[config.mk]
export PLATFORM = sky130hd
export DESIGN_NAME = mult_seq_ctrl
export DESIGN_NICKNAME = d
export VERILOG_FILES = /design/src/rtl/mult_seq_ctrl.sv
export SDC_FILE = /design/constraint.sdc
export NUM_CORES = 1
export LEC_CHECK = 0
export ABC_CLOCK_PERIOD_IN_PS = 1200
export BUFFER_PORTS_ARGS = -buffer_cell sky130_fd_sc_hd__buf_4
export CAP_MARGIN = 10
export CORE_UTILIZATION = 45
export CTS_BUF_LIST = sky130_fd_sc_hd__clkbuf_16
export CTS_CLUSTER_SIZE = 20
export DETAILED_ROUTE_END_ITERATION = 16
export GPL_ROUTABILITY_DRIVEN = 1
export HOLD_SLACK_MARGIN = 0.1
export PLACE_DENSITY_LB_ADDON = 0.2
export RECOVER_POWER = 25
export SYNTH_ARGS = -nofsm -noshare
export SYNTH_HDL_FRONTEND = slang
export SYNTH_SLANG_ARGS = --single-unit
[constraint.sdc]
create_clock -name clk -period 1.2 [get_ports clk]
set_input_delay 0.06 -clock clk [delete_from_list [all_inputs] [get_ports clk]]
set_output_delay 0.06 -clock clk [all_outputs]
set_load 0.02 [all_outputs]
[src/rtl/mult_seq_ctrl.sv]
// Control FSM for an NBits x NBits sequential signed shift-add multiplier.
// Sequences operand load, NBits add/shift steps and sign correction, then flags the product valid.
module mult_seq_ctrl #(
  parameter int NBits = 8
) (
  input  logic clk,
  input  logic reset,
  input  logic start,
  input  logic abort,
  input  logic sign_a,
  input  logic sign_b,
  input  logic mult_lsb,
  output logic load,
  output logic add,
  output logic shift,
  output logic mux_sel,
  output logic mux_enable,
  output logic busy,
  output logic done
);

  localparam int CW = $clog2(NBits) + 1;
  localparam logic [CW-1:0] LAST_STEP = CW'(NBits - 1);

  localparam logic [2:0] S_IDLE = 3'd0;
  localparam logic [2:0] S_LOAD = 3'd1;
  localparam logic [2:0] S_CALC = 3'd2;
  localparam logic [2:0] S_SIGN = 3'd3;
  localparam logic [2:0] S_DONE = 3'd4;

  logic [2:0]    state;
  logic [2:0]    state_next;
  logic [CW-1:0] count;
  logic          sign_q;
  logic          result_valid;
  logic          last_step;

  assign last_step = (count == LAST_STEP);

  // Abort overrides every transition; unused encodings fall back to IDLE.
  always_comb begin
    state_next = S_IDLE;
    if (!abort) begin
      case (state)
        S_IDLE:  state_next = start ? S_LOAD : S_IDLE;
        S_LOAD:  state_next = S_CALC;
        S_CALC:  state_next = last_step ? S_SIGN : S_CALC;
        S_SIGN:  state_next = S_DONE;
        S_DONE:  state_next = S_IDLE;
        default: state_next = S_IDLE;
      endcase
    end
  end

  // result_valid is cleared on entry to LOAD and set on entry to DONE, so the
  // product enable is low throughout a run and already high in the done cycle.
  always_ff @(posedge clk or posedge reset) begin
    if (reset) begin
      state        <= S_IDLE;
      count        <= '0;
      sign_q       <= 1'b0;
      result_valid <= 1'b0;
      mux_sel      <= 1'b0;
    end else begin
      state <= state_next;
      if (abort) begin
        count        <= '0;
        result_valid <= 1'b0;
      end else begin
        case (state)
          S_IDLE: begin
            if (start) result_valid <= 1'b0;
          end
          S_LOAD: begin
            sign_q       <= sign_a ^ sign_b;
            count        <= '0;
            result_valid <= 1'b0;
          end
          S_CALC: begin
            count <= count + CW'(1);
            if (last_step) mux_sel <= sign_q;
          end
          S_SIGN: begin
            result_valid <= 1'b1;
          end
          default: begin
          end
        endcase
      end
    end
  end

  always_comb begin
    load  = 1'b0;
    add   = 1'b0;
    shift = 1'b0;
    busy  = 1'b0;
    done  = 1'b0;
    case (state)
      S_LOAD: begin
        load = 1'b1;
        busy = 1'b1;
      end
      S_CALC: begin
        shift = 1'b1;
        add   = mult_lsb;
        busy  = 1'b1;
      end
      S_SIGN: begin
        busy = 1'b1;
      end
      S_DONE: begin
        busy = 1'b1;
        done = ~abort;
      end
      default: begin
      end
    endcase
  end

  assign mux_enable = result_valid;

endmodule

After elaboration in Yosys (flattened, before gate mapping):

Cells that the tools add are included.

* flip-flop bits (word level): 10
* latch bits: 0
* RAM bits: 0
* ROM bits: 0
* input port bits: 7
* logic and storage cells: 35
* memories kept: 0

* add/subtract/negate cells: 1
* multiply operators: 0
* divide/modulo/power cells: 0
* $lt $le $gt $ge: 0
* equal/unequal tests: 6
* shift-type cells: 0
* multiplexer cells: 14
* bitwise gates (word level): 2
* reductions and logical operators: 7

Operators with widths (count)
* $pmux W3 S4: 1
* $mux W1: 9
* $pmux W4 S2: 1
* $eq A3 B2 Y1 const B: 2
* $add A4 B1 Y4 const B: 1
* $eq A4 B3 Y1 const B: 1
* $mux W4: 1
* $reduce_and A2 Y1: 2
* $reduce_bool A4 Y1: 1
* $reduce_or A4 Y1: 1
* $eq A3 B1 Y1 const B: 1
* $eq A3 B3 Y1 const B: 1
* $logic_not A3 Y1: 1
* $mux W3: 1
* $ne A3 B3 Y1 const B: 1
* $pmux W1 S3: 1
* $reduce_and A3 Y1: 1
* $reduce_bool A3 Y1: 1
* $not A1 Y1: 1
* $xor A1 B1 Y1: 1

Logic depth before layout (Yosys ltp):

Gate-level depths: netlist (run 1).

* word-level depth: 4
* gate-level depth with buffers: 4
* mapped depth without buffers: 4

Least setup slack after synthesis (run 1):

Ideal clock, no wire load.

* path kind: flip-flop to output port
* from: reg state[0]
* to: out done
* arrival: 1.372 ns
* required time: 1.140 ns
* path slack: -0.232 ns
* stages on the path, launching flop included: 3
* path buffers: 1
* cell sequence: dfrtp_1 > buf_2 > nor4b_1

* cells in the longest elaborated chain, start to end: 2

Ends and longest elaborated chain
* start, declared: RTL line 31 `logic [2:0] state;`
* start signal, assigned: RTL line 65 `state <= state_next;`
* $eq A3 B3 Y1: RTL line 99 `case (state)`
* $mux W1: RTL line 99
* end, declared: RTL line 19 `output logic done`

No other way between the ends.

Worst setup path after layout (run 1):

* from: reg state[2]
* to: reg mux_sel

* cells in the longest elaborated chain, start to end: 2

Ends and longest elaborated chain
* $eq A3 B2 Y1: RTL line 70 `case (state)`
* $reduce_and A3 Y1 (no source line)
* end signal, assigned: RTL line 81 `if (last_step) mux_sel <= sign_q;`
* end, declared: RTL line 16 `output logic mux_sel,`

No other way between the ends.
A chain may end at the register's enable or synchronous reset.

==> results of run 1 <==
-- worst min path at each step --
stage,to,slack [ns]
after floorplan,count[0],-0.1
after global placement,mux_enable,0.07
after detailed placement,mux_sel,0.07
after CTS,count[0],0.14
after global routing,count[0],0.17
final,count[0],0.14
-- per-layer routing --
layer | up-vias | wire (um)
li1 | 279 | -
met1 | 290 | 778
met2 | 27 | 1010
met3 | 5 | 121
met4 | 0 | 38
met5 | - | 0
-- logic make-up after synthesis --
family,Yosys count
compound gates,10
xor+xnor,3
fa+ha+maj,1
buf+inv,7
flops,10
mux,4
simple gates,24
-- cells in the mapped netlist, types with 2 or more instances --
master | instances | share of area, %
nand2b_1 | 3 | 3.2
nor3b_1 | 2 | 2.5
mux2_1 | 3 | 5.7
a21oi_1 | 4 | 3.4
xnor2_1 | 2 | 2.9
nor4b_1 | 2 | 2.9
nor2b_1 | 2 | 2.1
nor3_1 | 2 | 1.7
inv_1 | 3 | 1.9
dfrtp_1 | 10 | 42
nand2_1 | 2 | 1.3
nor2_1 | 4 | 2.5
buf_2 | 2 | 1.7
-- timing repair --
action | 4_1_cts | 5_1_grt
gates resized for setup | 11 | 14
endpoints found under the hold margin | 13 | 0
endpoints found under the setup margin | 10 | 13
cloned | 0 | 0
hold buffers | 3 | 0
pin swaps | 7 | 5
buffers inserted | 8 | 3
-- final cells by class --
| type | instances | area, um^2 |
|---|---|---|
| clock buffers | 3 | 75.1 |
| flip-flops and latches | 10 | 253 |
| clock inverters | 1 | 3.75 |
| inverters | 3 | 11.3 |
| well taps | 14 | 17.5 |
| fillers | 50 | 120 |
| multi-input cells | 42 | 398 |
| repair buffers | 34 | 293 |
-- power by group --
part           total (uW)  leakage (uW)  switching (uW)  internal [uW]
clock                 589     0.0000423             153            436
combinational         308      0.000314             138            169
sequential            385      0.000133            22.0            363
total                1280      0.000489             313            968
-- registers in the layout (all words and copies together), names as in the netlist --
register,flops
state,3
mux_sel,1
mux_enable,1
sign_q,1
count,4
-- critical path, stage by stage (launching register included) --
cell,delay (ns)
dfrtp_2,0.44
buf_4,0.17
nor4b_4,0.25
nand2_1,0.12
mux2_4,0.30
-- through the flow --
stage / hold WS (ns) / instances
detailed placement: 0.0693 / 89
finish: 0.143 / 107
global placement: 0.0665 / 89
CTS: 0.135 / 104
floorplan: -0.0999 / 59
global route: 0.168 / 107
==> reports/qor.txt, run 1 <==
Status: finished, violations left
Failing checks: negative setup slack
Final min period: 1.40 ns
Full die area: 1470 um^2
Grt ovf: 0
Sequential area share after synthesis: 42.1%
Synth Area in XOR/XNOR: 4.42%
H-tree levels: 1
Largest net degree at the start of global routing: 13
First-pass iteration count of the detailed router: 4
Worst Slack Setup Final: -0.204 ns
Worst r2r dst: mux_sel
Busiest layer in global routing: met2
Async set-reset flop share out of synthesis: 100%
Worst vdd ir: 0.00115 V
Final setup vio count: 13
Global Route met3 Usage: 5.23%
Max Buffers Root-to-Sink: 2
Max-slew headroom: 69.2%
Crit path DAT: 1.52 ns
Die H: 38.3 um
Post-synth net total: 67
Commonest non-fill, non-tap cell in the layout: buf_4
Die width: 38.3 um
Clock root buffer master: clkbuf_16
Vias per Instance: 5.62
Design area: 1050 um^2
Syn Area/Cell: 10.1 um^2
R2R Setup Slk: -0.20 ns
Port Buf Inserts: 13
CP Max Fanout: 4
Remaining antenna violation count: 0
Placed cell area: 761 um^2
Setup tns final: -1.56 ns
Commonest non-fill, non-tap cells in the layout: buf_4 (23), dfrtp_1 (8), buf_6 (6)
Drt total wl: 1.95 mm
Utilization after layout: 89.7%
Max cap viols: 0
Core Region: 1170 um^2
EDFF count, synth: 0
Kind of critical path: reg -> reg
Num rows: 12
Post-Syn Area: 594 um^2
Post-Synth Adder-Cell Area: 2.11%
Hold Fails Final Rpt: 0
Cell count of the worst hold path: 2
Total power: 1280 uW
Post-Synth Simple-Gate Area: 27.4%
Ports: 14
Antenna fix cells: 0
Post-synthesis cell count: 59
Area Overhead vs Synth: 76.8%
Number of clock sinks: 10
Slew Viols, Final: 0
First-pass GRT wire length: 2.75 mm
CTS tree: built
Yosys warns: 0
Mux cell area share after synthesis: 7.37%
Worst Reg2Reg Path Length in Cells: 4
Starting Density: 50.7%
Crit. Startpoint: state[2]
M2 GR Usage: 47.9%
Pleak: 0.000489 uW
FF+latch count, synth: 10
Initial DRC count: 20
Pre-CTS WS: -0.0857 ns
Share of post-route cells with drive strength above 1: 57.0%
Post-DP HPWL: 868 um
Period utilization: 117%
PD cells: 1220 nW/um^2
Top_reg_cell synth: dfrtp_1
Worst r2r src: state[2]
Final nets: 102
Synth unique cells: 31
CP required: 1.32 ns
Post-synthesis compound-gate area fraction: 11.2%
Hold WC Path Type: in -> reg
Main combinational cell family by area after synthesis: simple AND/OR/NAND/NOR gates
Gr usage total: 28.5%
Worst Clk Skew: 0.00102 ns
Startpoint of the tightest hold check path: abort
DRC viols: 0
Cts bufs inserted: 3
Wire length per cell: 18.2 um
CP endpoint kind: register
RSZ-0062 raised after global routing: yes
Worst-margin pin slew: 0.450 ns
Vias in the first global route: 588
Critical Path Sink: mux_sel
Worst skew pair latency: 0.24 ns
Startpoint Class: register
Vias post-DR: 601
Met1 Use GR: 35.1%
Initial antenna violation count: 0
GPL Wtd Cong: 0.682
FMAX: 0.712 GHz
Reg clk slew, reported paths: 0.04 ns
Note: power is estimated with default switching activity, not from simulation.
==> run 2, diff against run 1 <==
--- a/config.mk
+++ b/config.mk
@@ -8,6 +8,7 @@
 export ABC_CLOCK_PERIOD_IN_PS = 1200
 export BUFFER_PORTS_ARGS = -buffer_cell sky130_fd_sc_hd__buf_4
 export CAP_MARGIN = 10
+export CORE_MARGIN = 4
 export CORE_UTILIZATION = 45
 export CTS_BUF_LIST = sky130_fd_sc_hd__clkbuf_16
 export CTS_CLUSTER_SIZE = 20
==> run 2 against run 1 <==
Against the previous run:
- the run still ends with negative setup slack left
- flip-flop and latch count unchanged
- combinational power decreased by 15%
- register-to-register slack improved by 0.06 ns
- die area increased by 34%
- sequential share of layout area increased by 2.1 points
==> reports/qor.txt, run 2 (synthesis gave the netlist of run 1 again) <==
Commonest non-fill, non-tap cell in the layout: buf_4
H-tree levels: 1 (unchanged)
Hold Fails Final Rpt: 0 (unchanged)
Initial antenna violation count: 0 (unchanged)
Cts bufs inserted: 3 (unchanged)
RSZ-0062 raised after global routing: yes
Crit path DAT: 1.33 ns (-0.19 ns)
Fillers: 76 (+52%)
PD cells: 1300 nW/um^2 (+6.8%)
Post-DP HPWL: 979 um (+13%)
Ports: 14 (unchanged)
Pleak: 0.000455 uW (-6.9%)
Hold WC Path Type: in -> reg
Gr usage total: 18.9% (-9.6 points)
Design area: 967 um^2 (-8.0%)
Status: finished, violations left
Crit. Startpoint: state[0]
Vias post-DR: 577 (-4.0%)
Worst Reg2Reg Path Length in Cells: 4 (unchanged)
CP cell instances: nor3b_4, buf_4, and2_4, buf_6
Largest net degree at the start of global routing: 14 (+1)
Port Buf Inserts: 13 (unchanged)
CP max-delay cell: dfrtp_2
Number of clock sinks: 10 (unchanged)
First-pass iteration count of the detailed router: 4 (unchanged)
Worst Slack Setup Final: -0.187 ns (+0.0172 ns)
CP required: 1.14 ns (-0.18 ns)
Slew Viols, Final: 0 (unchanged)
Max-slew headroom: 70.1% (+0.85 points)
Starting Density: 50.7% (unchanged)
CP endpoint kind: output pin
First-pass GRT wire length: 2.61 mm (-5.0%)
FMAX: 0.721 GHz (+1.2%)
Num rows: 12 (unchanged)
Area of the multi-input gates: 360 um^2 (-9.4%)
Final min period: 1.39 ns (-0.0172 ns)
Utilization after layout: 82.6% (-7.2 points)
Final setup vio count: 10 (-3)
Core Region: 1170 um^2 (unchanged)
Storage element area: 253 um^2 (unchanged)
Share of post-route cells with drive strength above 1: 51.7% (-5.3 points)
Critical Path Max Stage Delay: 0.43 ns (about the same)
Antenna fix cells: 0 (unchanged)
Remaining antenna violation count: 0 (unchanged)
Initial DRC count: 16 (-20%)
Vias in the first global route: 544 (-7.5%)
Startpoint of the tightest hold check path: start
Die width: 44.3 um (+16%)
Leading registers by flop count: count: 4 flops, state: 3 flops
Max Buffers Root-to-Sink: 2 (unchanged)
Reg with most FFs: count
Placed cell area: 783 um^2 (+3.0%)
Die H: 44.3 um (+16%)
Kind of critical path: reg -> out
GPL Wtd Cong: 0.748 (+9.7%)
Failing checks: negative setup slack
Vias per Instance: 5.60 (-0.26%)
Final Non-Filler Cells: 103 (-3.7%)
Worst Clk Skew: 0.00298 ns (+0.00196 ns)
Wire length per cell: 15.7 um (-14%)
Clock root buffer master: clkbuf_16
Startpoint Class: register
Commonest non-fill, non-tap cells in the layout: buf_4 (23), dfrtp_1 (8), buf_6 (5)
Worst r2r src: state[2]
Grt ovf: 0 (unchanged)
Max cap viols: 0 (unchanged)
Area Overhead vs Synth: 62.7%
Period utilization: 116% (-1.4 points)
Cell count of the worst hold path: 3 (+1)
CP Max Fanout: 5 (+1)
CTS tree: built
Worst-margin pin slew: 0.447 ns (-0.00231 ns)
Full die area: 1970 um^2 (+34%)
DRC viols: 0 (unchanged)
Worst skew pair latency: 0.24 ns (about the same)
Drt total wl: 1.62 mm (-17%)
Reg clk slew, reported paths: 0.04 ns (about the same)
Dpl cells: 92 (+3.4%)
Worst vdd ir: 0.00119 V (+3.9%)
Largest register FFs: 4 (unchanged)
Final nets: 98 (-3.9%)
## run 2: final timing paths
check | endpoint | slack (ns)
min reg2reg | mux_sel | 0.54
min | state[0] | 0.16
max reg2reg | sign_q | -0.14
min in group asynchronous | mux_enable | 0.36
max in group asynchronous | state[2] | 0.53
max | add | -0.19
## run 2: layer usage
layer  vias up  track usage (%)  share of wire [%]
met3         4             5.28                6.2
met1       283             24.1                 42
met5         -                0                  0
met2        21             28.5                 49
met4         0             10.8                2.7
li1        269                -                  -
## run 2: final cells by class
type                       count  area share, %
multi-input combinational     42           37.3
clock inverter                 1          0.388
clock buffer                   3           7.76
sequential                    10           26.1
timing repair buffer          30           25.5
inverter                       3           1.16
tap                           14           1.81
## run 2: what timing repair did
action	in CTS	in global routing
endpoints found under the setup margin	11	12
resized for setup	10	5
setup buffers	4	2
pin swaps	5	3
endpoints found under the hold margin	10	0
hold buffers	1	0
## run 2: worst max-delay path, delay by kind of cell, from the launching register on
family | cells | cell delay [ns]
buffers and inverters | 2 | 0.26
DFF | 1 | 0.43
and+or+nand+nor | 2 | 0.39
## run 2: through the flow
stage / TNS [ns] / hold slack [ns] / power [uW] / setup slack, ns
finish: -1.23 / 0.156 / 1260 / -0.187
global route: -1.75 / 0.190 / 1310 / -0.217
CTS: -1.05 / 0.157 / 1240 / -0.171
detailed placement: -0.313 / 0.0821 / 590 / -0.107
global placement: -0.158 / 0.0686 / 582 / -0.0533
floorplan: -0.329 / -0.0999 / 503 / -0.157
## run 2: power by group
group | internal [uW] | total (uW) | switching (uW)
Sequential | 363 | 387 | 24.4
Combinational | 148 | 262 | 114
Clock | 438 | 610 | 172
Total | 949 | 1260 | 311
